==> src/rtl/alu_op_sequencer_if.sv <==
// Request/result bus of the ALU op sequencer.
// The decode side drives an op with a valid/ready handshake.
// The writeback side consumes the result with a second valid/ready handshake.
interface alu_op_if #(
  parameter int WIDTH = 32
);
  logic             req_valid;
  logic             req_ready;
  logic             isArith;
  logic             isTwoC;
  logic             LeftOrRight;
  logic [1:0]       Operation;
  logic [2:0]       SetFlag;
  logic [WIDTH-1:0] op_a;
  logic [WIDTH-1:0] op_b;
  logic             res_valid;
  logic             res_ready;
  logic [WIDTH-1:0] result;
  logic             carry_flag;
  logic             zero_flag;
  logic             sign_flag;
  logic             busy;

  modport master (
    output req_valid, isArith, isTwoC, LeftOrRight, Operation, SetFlag, op_a, op_b, res_ready,
    input  req_ready, res_valid, result, carry_flag, zero_flag, sign_flag, busy
  );

  modport slave (
    input  req_valid, isArith, isTwoC, LeftOrRight, Operation, SetFlag, op_a, op_b, res_ready,
    output req_ready, res_valid, result, carry_flag, zero_flag, sign_flag, busy
  );
endinterface

==> src/rtl/alu_op_sequencer.sv <==
// Multi-cycle ALU execution controller.
// ADD/SUB/AND/XOR complete in one cycle.
// Shifts iterate one bit per cycle.
// C/Z/S flags are written on entry to DONE, masked by SetFlag.
module alu_op_sequencer #(
  parameter int WIDTH = 32,
  parameter int SHW   = 5
) (
  input logic     clk,
  input logic     rst,
  input logic     flush,
  alu_op_if.slave bus
);

  typedef enum logic [1:0] {
    IDLE  = 2'd0,
    SHIFT = 2'd1,
    DONE  = 2'd2
  } stateT;

  localparam logic [1:0] OP_ADD   = 2'b00;
  localparam logic [1:0] OP_AND   = 2'b01;
  localparam logic [1:0] OP_XOR   = 2'b10;
  localparam logic [1:0] OP_SHIFT = 2'b11;

  stateT            stateR, nextStateS;
  logic [WIDTH-1:0] accR;
  logic [SHW-1:0]   countR;
  logic             arithR, leftR;
  logic [2:0]       setFlagR;
  logic [WIDTH-1:0] resultR;
  logic             carryR, zeroR, signR;
  logic             resValidR, reqReadyR, busyR;

  logic             acceptS;
  logic [SHW-1:0]   shamtS;
  logic [WIDTH-1:0] aluResS, shiftAccS, doneResS;
  logic             aluCarryS, shiftOutS, doneCarryS, writeDoneS;
  logic [2:0]       doneSetFlagS;

  // WIDTH+1-bit add so the top bit is the carry-out; SUB is a + ~b + 1
  function automatic logic [WIDTH:0] addWithCarry(input logic [WIDTH-1:0] a,
                                                  input logic [WIDTH-1:0] b,
                                                  input logic             sub);
    logic [WIDTH-1:0] bOp;
    bOp = sub ? ~b : b;
    return {1'b0, a} + {1'b0, bOp} + {{WIDTH{1'b0}}, sub};
  endfunction

  assign acceptS = (stateR == IDLE) && bus.req_valid;
  assign shamtS  = bus.op_b[SHW-1:0];

  // Single-cycle result and carry computed from the request fields at accept
  always_comb begin
    aluResS   = {WIDTH{1'b0}};
    aluCarryS = 1'b0;
    case (bus.Operation)
      OP_ADD:   {aluCarryS, aluResS} = addWithCarry(bus.op_a, bus.op_b, bus.isTwoC);
      OP_AND:   aluResS = bus.op_a & bus.op_b;
      OP_XOR:   aluResS = bus.op_a ^ bus.op_b;
      OP_SHIFT: aluResS = bus.op_a;  // only reached with shamt==0, C stays 0
      default:  aluResS = {WIDTH{1'b0}};
    endcase
  end

  // One-bit shift step of the accumulator and the bit that falls out
  always_comb begin
    shiftAccS = accR;
    shiftOutS = 1'b0;
    if (leftR) begin
      shiftAccS = {accR[WIDTH-2:0], 1'b0};
      shiftOutS = accR[WIDTH-1];
    end else begin
      shiftAccS = {(arithR ? accR[WIDTH-1] : 1'b0), accR[WIDTH-1:1]};
      shiftOutS = accR[0];
    end
  end

  // Next-state decode plus the value/flags to commit on entry to DONE
  always_comb begin
    nextStateS   = stateR;
    writeDoneS   = 1'b0;
    doneResS     = {WIDTH{1'b0}};
    doneCarryS   = 1'b0;
    doneSetFlagS = 3'b000;
    if (flush) begin
      nextStateS = IDLE;
    end else begin
      case (stateR)
        IDLE: begin
          if (acceptS) begin
            if ((bus.Operation == OP_SHIFT) && (shamtS != {SHW{1'b0}})) begin
              nextStateS = SHIFT;
            end else begin
              nextStateS   = DONE;
              writeDoneS   = 1'b1;
              doneResS     = aluResS;
              doneCarryS   = aluCarryS;
              doneSetFlagS = bus.SetFlag;
            end
          end else begin
            nextStateS = IDLE;
          end
        end
        SHIFT: begin
          if (countR == SHW'(1)) begin
            nextStateS   = DONE;
            writeDoneS   = 1'b1;
            doneResS     = shiftAccS;
            doneCarryS   = shiftOutS;
            doneSetFlagS = setFlagR;
          end else begin
            nextStateS = SHIFT;
          end
        end
        DONE: begin
          if (bus.res_ready) begin
            nextStateS = IDLE;
          end else begin
            nextStateS = DONE;
          end
        end
        default: nextStateS = IDLE;
      endcase
    end
  end

  // State register and registered handshake/status outputs
  always_ff @(posedge clk or posedge rst) begin
    if (rst) begin
      stateR    <= IDLE;
      resValidR <= 1'b0;
      reqReadyR <= 1'b1;
      busyR     <= 1'b0;
    end else begin
      stateR    <= nextStateS;
      resValidR <= (nextStateS == DONE);
      reqReadyR <= (nextStateS == IDLE);
      busyR     <= (nextStateS != IDLE);
    end
  end

  // Operand capture at accept and iterative shift accumulator
  always_ff @(posedge clk or posedge rst) begin
    if (rst) begin
      accR     <= {WIDTH{1'b0}};
      countR   <= {SHW{1'b0}};
      arithR   <= 1'b0;
      leftR    <= 1'b0;
      setFlagR <= 3'b000;
    end else if (!flush) begin
      if (acceptS) begin
        accR     <= bus.op_a;
        countR   <= shamtS;
        arithR   <= bus.isArith;
        leftR    <= bus.LeftOrRight;
        setFlagR <= bus.SetFlag;
      end else if (stateR == SHIFT) begin
        accR   <= shiftAccS;
        countR <= countR - SHW'(1);
      end
    end
  end

  // Result and architectural flags, written only when entering DONE
  always_ff @(posedge clk or posedge rst) begin
    if (rst) begin
      resultR <= {WIDTH{1'b0}};
      carryR  <= 1'b0;
      zeroR   <= 1'b0;
      signR   <= 1'b0;
    end else if (writeDoneS) begin
      resultR <= doneResS;
      if (doneSetFlagS[0]) carryR <= doneCarryS;
      if (doneSetFlagS[1]) zeroR  <= (doneResS == {WIDTH{1'b0}});
      if (doneSetFlagS[2]) signR  <= doneResS[WIDTH-1];
    end
  end

  assign bus.req_ready  = reqReadyR;
  assign bus.res_valid  = resValidR;
  assign bus.result     = resultR;
  assign bus.carry_flag = carryR;
  assign bus.zero_flag  = zeroR;
  assign bus.sign_flag  = signR;
  assign bus.busy       = busyR;

endmodule

==> src/flat_wrapper.sv <==
// flat-port wrapper written by rule: the top's interface ports become plain ports
module alu_op_sequencer_flat 
#(
  parameter int WIDTH = 32,
  parameter int SHW   = 5
)
  (clk, rst, flush, bus_req_valid, bus_isArith, bus_isTwoC, bus_LeftOrRight, bus_Operation, bus_SetFlag, bus_op_a, bus_op_b, bus_res_ready, bus_req_ready, bus_res_valid, bus_result, bus_carry_flag, bus_zero_flag, bus_sign_flag, bus_busy);
  alu_op_if #(.WIDTH(WIDTH)) bus_i ();
  input logic clk;
  input logic rst;
  input logic flush;
  input wire logic [$bits(bus_i.req_valid)-1:0] bus_req_valid;
  input wire logic [$bits(bus_i.isArith)-1:0] bus_isArith;
  input wire logic [$bits(bus_i.isTwoC)-1:0] bus_isTwoC;
  input wire logic [$bits(bus_i.LeftOrRight)-1:0] bus_LeftOrRight;
  input wire logic [$bits(bus_i.Operation)-1:0] bus_Operation;
  input wire logic [$bits(bus_i.SetFlag)-1:0] bus_SetFlag;
  input wire logic [$bits(bus_i.op_a)-1:0] bus_op_a;
  input wire logic [$bits(bus_i.op_b)-1:0] bus_op_b;
  input wire logic [$bits(bus_i.res_ready)-1:0] bus_res_ready;
  output wire logic [$bits(bus_i.req_ready)-1:0] bus_req_ready;
  output wire logic [$bits(bus_i.res_valid)-1:0] bus_res_valid;
  output wire logic [$bits(bus_i.result)-1:0] bus_result;
  output wire logic [$bits(bus_i.carry_flag)-1:0] bus_carry_flag;
  output wire logic [$bits(bus_i.zero_flag)-1:0] bus_zero_flag;
  output wire logic [$bits(bus_i.sign_flag)-1:0] bus_sign_flag;
  output wire logic [$bits(bus_i.busy)-1:0] bus_busy;
  assign bus_i.req_valid = bus_req_valid;
  assign bus_i.isArith = bus_isArith;
  assign bus_i.isTwoC = bus_isTwoC;
  assign bus_i.LeftOrRight = bus_LeftOrRight;
  assign bus_i.Operation = bus_Operation;
  assign bus_i.SetFlag = bus_SetFlag;
  assign bus_i.op_a = bus_op_a;
  assign bus_i.op_b = bus_op_b;
  assign bus_i.res_ready = bus_res_ready;
  assign bus_req_ready = bus_i.req_ready;
  assign bus_res_valid = bus_i.res_valid;
  assign bus_result = bus_i.result;
  assign bus_carry_flag = bus_i.carry_flag;
  assign bus_zero_flag = bus_i.zero_flag;
  assign bus_sign_flag = bus_i.sign_flag;
  assign bus_busy = bus_i.busy;
  alu_op_sequencer #(.WIDTH(WIDTH), .SHW(SHW)) u_core (.clk(clk), .rst(rst), .flush(flush), .bus(bus_i));
endmodule
==> config.mk <==
export PLATFORM = sky130hd
export DESIGN_NAME = alu_op_sequencer_flat
export DESIGN_NICKNAME = d
export VERILOG_FILES = /design/src/rtl/alu_op_sequencer_if.sv /design/src/rtl/alu_op_sequencer.sv /design/src/flat_wrapper.sv
export SDC_FILE = /design/constraint.sdc
export NUM_CORES = 1
export LEC_CHECK = 0
export BUFFER_PORTS_ARGS = -buffer_cell sky130_fd_sc_hd__buf_2
export CAP_MARGIN = 25
export CORE_AREA = 8 8 150 124
export CTS_BUF_LIST = sky130_fd_sc_hd__clkbuf_8 sky130_fd_sc_hd__clkbuf_16
export DETAILED_ROUTE_END_ITERATION = 7
export DIE_AREA = 0 0 158 132
export GPL_TIMING_DRIVEN = 0
export MAX_ROUTING_LAYER = met4
export PLACE_DENSITY_LB_ADDON = 0.12
export SYNTH_ARGS = -nofsm -noshare
export SYNTH_HDL_FRONTEND = slang
export SYNTH_SLANG_ARGS = --single-unit
==> constraint.sdc <==
create_clock -name clk -period 4 [get_ports clk]
set_input_delay 0.4 -clock clk [delete_from_list [all_inputs] [get_ports clk]]
set_output_delay 0.4 -clock clk [all_outputs]
set_load 0.02 [all_outputs]
==> reports/metrics.yaml <==
holdWs_ns: 0.0733
drc: 0
clock_latency_ns: 0.34
mostFrequentLayoutCells: "buf_2 (117), nand2_1 (100), nor2_1 (90), a21oi_1 (90), o21ai_0 (86)"
synth_top_family_by_area: "compound AO/OA/AOI/OAI gates"
leakage_nw: 4.21
netlist_top_cells_area: "dfrtp_1 (26%), ha_1 (11%), mux2i_1 (7.1%)"
grt_pass1_wl_um: 43900
post_drt_wl_per_cell_um: 21.4
cp-start-kind: "primary input"
cp_max_fo: 10
synth-xor-area-share_pct: 5.22
routed_wl_um: 28100
drv_slew: 0
tritoncts: "yes"
synth_edf_count: 0
yosysWarnings: 0
initial_core_util_pct: 48.7
path_class: "in -> reg"
yosysTopAreaCell: "dfrtp_1"
antenna_left: 0
fmax_ghz: 0.263
synth.cell_area_mm2: 0.00788
gr-usage-all-layers_pct: 27.7
final_common_cell: "buf_2"
ir_drop_mv: 0.290
cts_made_buffers: 9
drt_iter0_drc: 817
clock-sinks: 82
clockBufferDepth: 2
die_h_um: 132
layout.nets: 1238
pin_count: 115
via_count: 8028
hold_path_class: "in -> async"
period_share_pct: 95.1
synthMuxAreaShare_pct: 9.40
synth_fp_nets: 1116
grt_max_degree: 53
drt-pass1-iter-count: 5
power.density_mw_per_mm2: 425
syn_inst: 966
htree_levels: 3
cts.clk_slew.worst_paths_ns: 0.06
rows: 42
ff_latch_area_mm2: 0.00205
grt-ovfl-total: 0
synth.distinct_cells: 76
slew_headroom_pct: 42.6
vias_per_cell: 6.11
fp.coreArea_mm2: 0.0162
max_cap_violations: 0
status: "finished clean"
diodes: 0
ys_ff_latch: 82
first_global_vias: 7995
required_ns: 4.25
ys.flop_type: "dfrtp_1"
port_buffers: 113
finalHoldViolCount: 0
n_fill_cell: 1612
period_needed_ns: 3.80
post-dp-hpwl_um: 23000
place.gp.congestion: 0.937
crit_arrival_ns: 4.05
dieArea_mm2: 0.0209
cts_root_buffer: "clkbuf_16"
syn_area_per_cell_um2: 8.16
multiInputGateArea_mm2: 0.00556
endpoint_kind: "flop"
worst_pin_slew_ns: 0.861
grt_antenna_before_repair: 0
synth_compound_area_share_pct: 26.3
drive_gt1_share_pct: 16.5
synthSimpleGateAreaFrac_pct: 17.4
die-width_um: 158
area_growth_pct: 15.6
synthAdderAreaFrac_pct: 11.7
skew_ns: 0.00569
yosysSeqAreaShare_pct: 26.1
yosysTopAreaCellShare_pct: 25.7
fin_tns_setup_ns: 0
final-setup-viol-count: 0
async_reset_ff_share_pct: 100
==> flip-flops by register name, indices dropped and copies added, names as in the netlist <==
name and count:
u_core.bus.busy 1, u_core.stateR 2, u_core.bus.sign_flag 1, u_core.setFlagR 3, u_core.arithR 1, u_core.bus.req_ready 1, u_core.bus.carry_flag 1, u_core.bus.res_valid 1
u_core.accR 32, u_core.leftR 1, u_core.bus.zero_flag 1, u_core.countR 5, u_core.bus.result 32
==> routing by layer <==
metal  share of wire (%)  global-route usage (%)  up-vias
li1                    -                       -     3807
met1                  44                    37.1     3819
met2                  45                    42.8      366
met3                 8.5                    5.18       36
met4                 2.0                    5.96        0
met5                   0                       -        -
==> critical path, cell delays in order <==
cell	delay [ns]
clkbuf_2	0.16
clkbuf_4	0.30
xor2_1	0.23
ha_1	0.32
a21oi_1	0.26
o21ai_0	0.19
a21oi_1	0.27
o21ai_1	0.14
or4_1	0.54
a31oi_4	0.28
nand4_1	0.20
nor4_4	0.41
nand4_1	0.15
o31ai_2	0.19
==> report_power, final <==
group	switching [W]	total [W]	internal, W
logic	0.00111	0.00179	0.000678
clock network	0.000321	0.000831	0.000510
registers	0.000181	0.00126	0.00108
==> what timing repair did <==
action / CTS / global route
setup buffers: 0 / 0
gates resized for setup: 10 / 16
hold buffers: 0 / 0
setup endpoints to repair: 5 / 2
pin swaps: 0 / 1
==> synth_stat cells, types with 11 or more instances <==
cell type,n
a211oi_1,16
buf_1,12
nand2_1,100
a22o_1,17
o211ai_1,14
a21oi_1,92
xor2_1,39
nor2_1,90
clkbuf_1,43
mux2i_1,56
o21a_1,12
ha_1,72
a21o_1,11
nand4_1,11
o21ai_0,87
dfrtp_1,81
nor3_1,15
a31oi_1,14
inv_1,20
nand3_1,11
==> cell type report <==
type | count | share of cell area [%]
buffer | 56 | 2.69
clock buffer | 11 | 2.77
clock inverter | 5 | 0.508
inverter | 20 | 0.851
multi-input combinational | 804 | 61.1
sequential | 82 | 22.5
tap | 220 | 3.02
timing repair buffer | 115 | 6.55
==> cells by family after synthesis <==
logic type | Yosys count
AO/OA/AOI/OAI | 325
AND/OR/NAND/NOR | 290
flip-flops | 82
buffers and inverters | 80
adder cells (fa/ha/maj) | 73
multiplexers | 69
XOR/XNOR | 47
==> final timing paths <==
| check | from | end | slack [ns] | depth (start not counted) |
|---|---|---|---|---|
| min | rst | u_core.bus.result[30] | 0.07 | 2 |
| max reg2reg | u_core.countR[0] | u_core.bus.zero_flag | 0.36 | 12 |
| min reg2reg | u_core.bus.result[22] | u_core.bus.result[22] | 0.48 | 2 |
| min in group clk | flush | u_core.bus.res_valid | 0.27 | 2 |
| max | bus_isTwoC | u_core.bus.zero_flag | 0.20 | 14 |
| max in group asynchronous | rst | u_core.bus.req_ready | 3.26 | 3 |
==> metrics by stage <==
step | setup WS, ns | power (W) | area, um2 | util, % | std cells
finish | 0.196 | 0.00387 | 9110 | 56.3 | 1313
global placement | -1.09 | 0.00299 | 8720 | 53.9 | 1299
detailed placement | -0.934 | 0.00302 | 8750 | 54.1 | 1301
CTS | 0.00579 | 0.00386 | 9070 | 56.1 | 1317
floorplan | 0.280 | 0.00244 | 7880 | - | 966
global route | -0.000538 | 0.00412 | 9110 | 56.3 | 1313
Note: power is estimated with default switching activity, not from simulation.
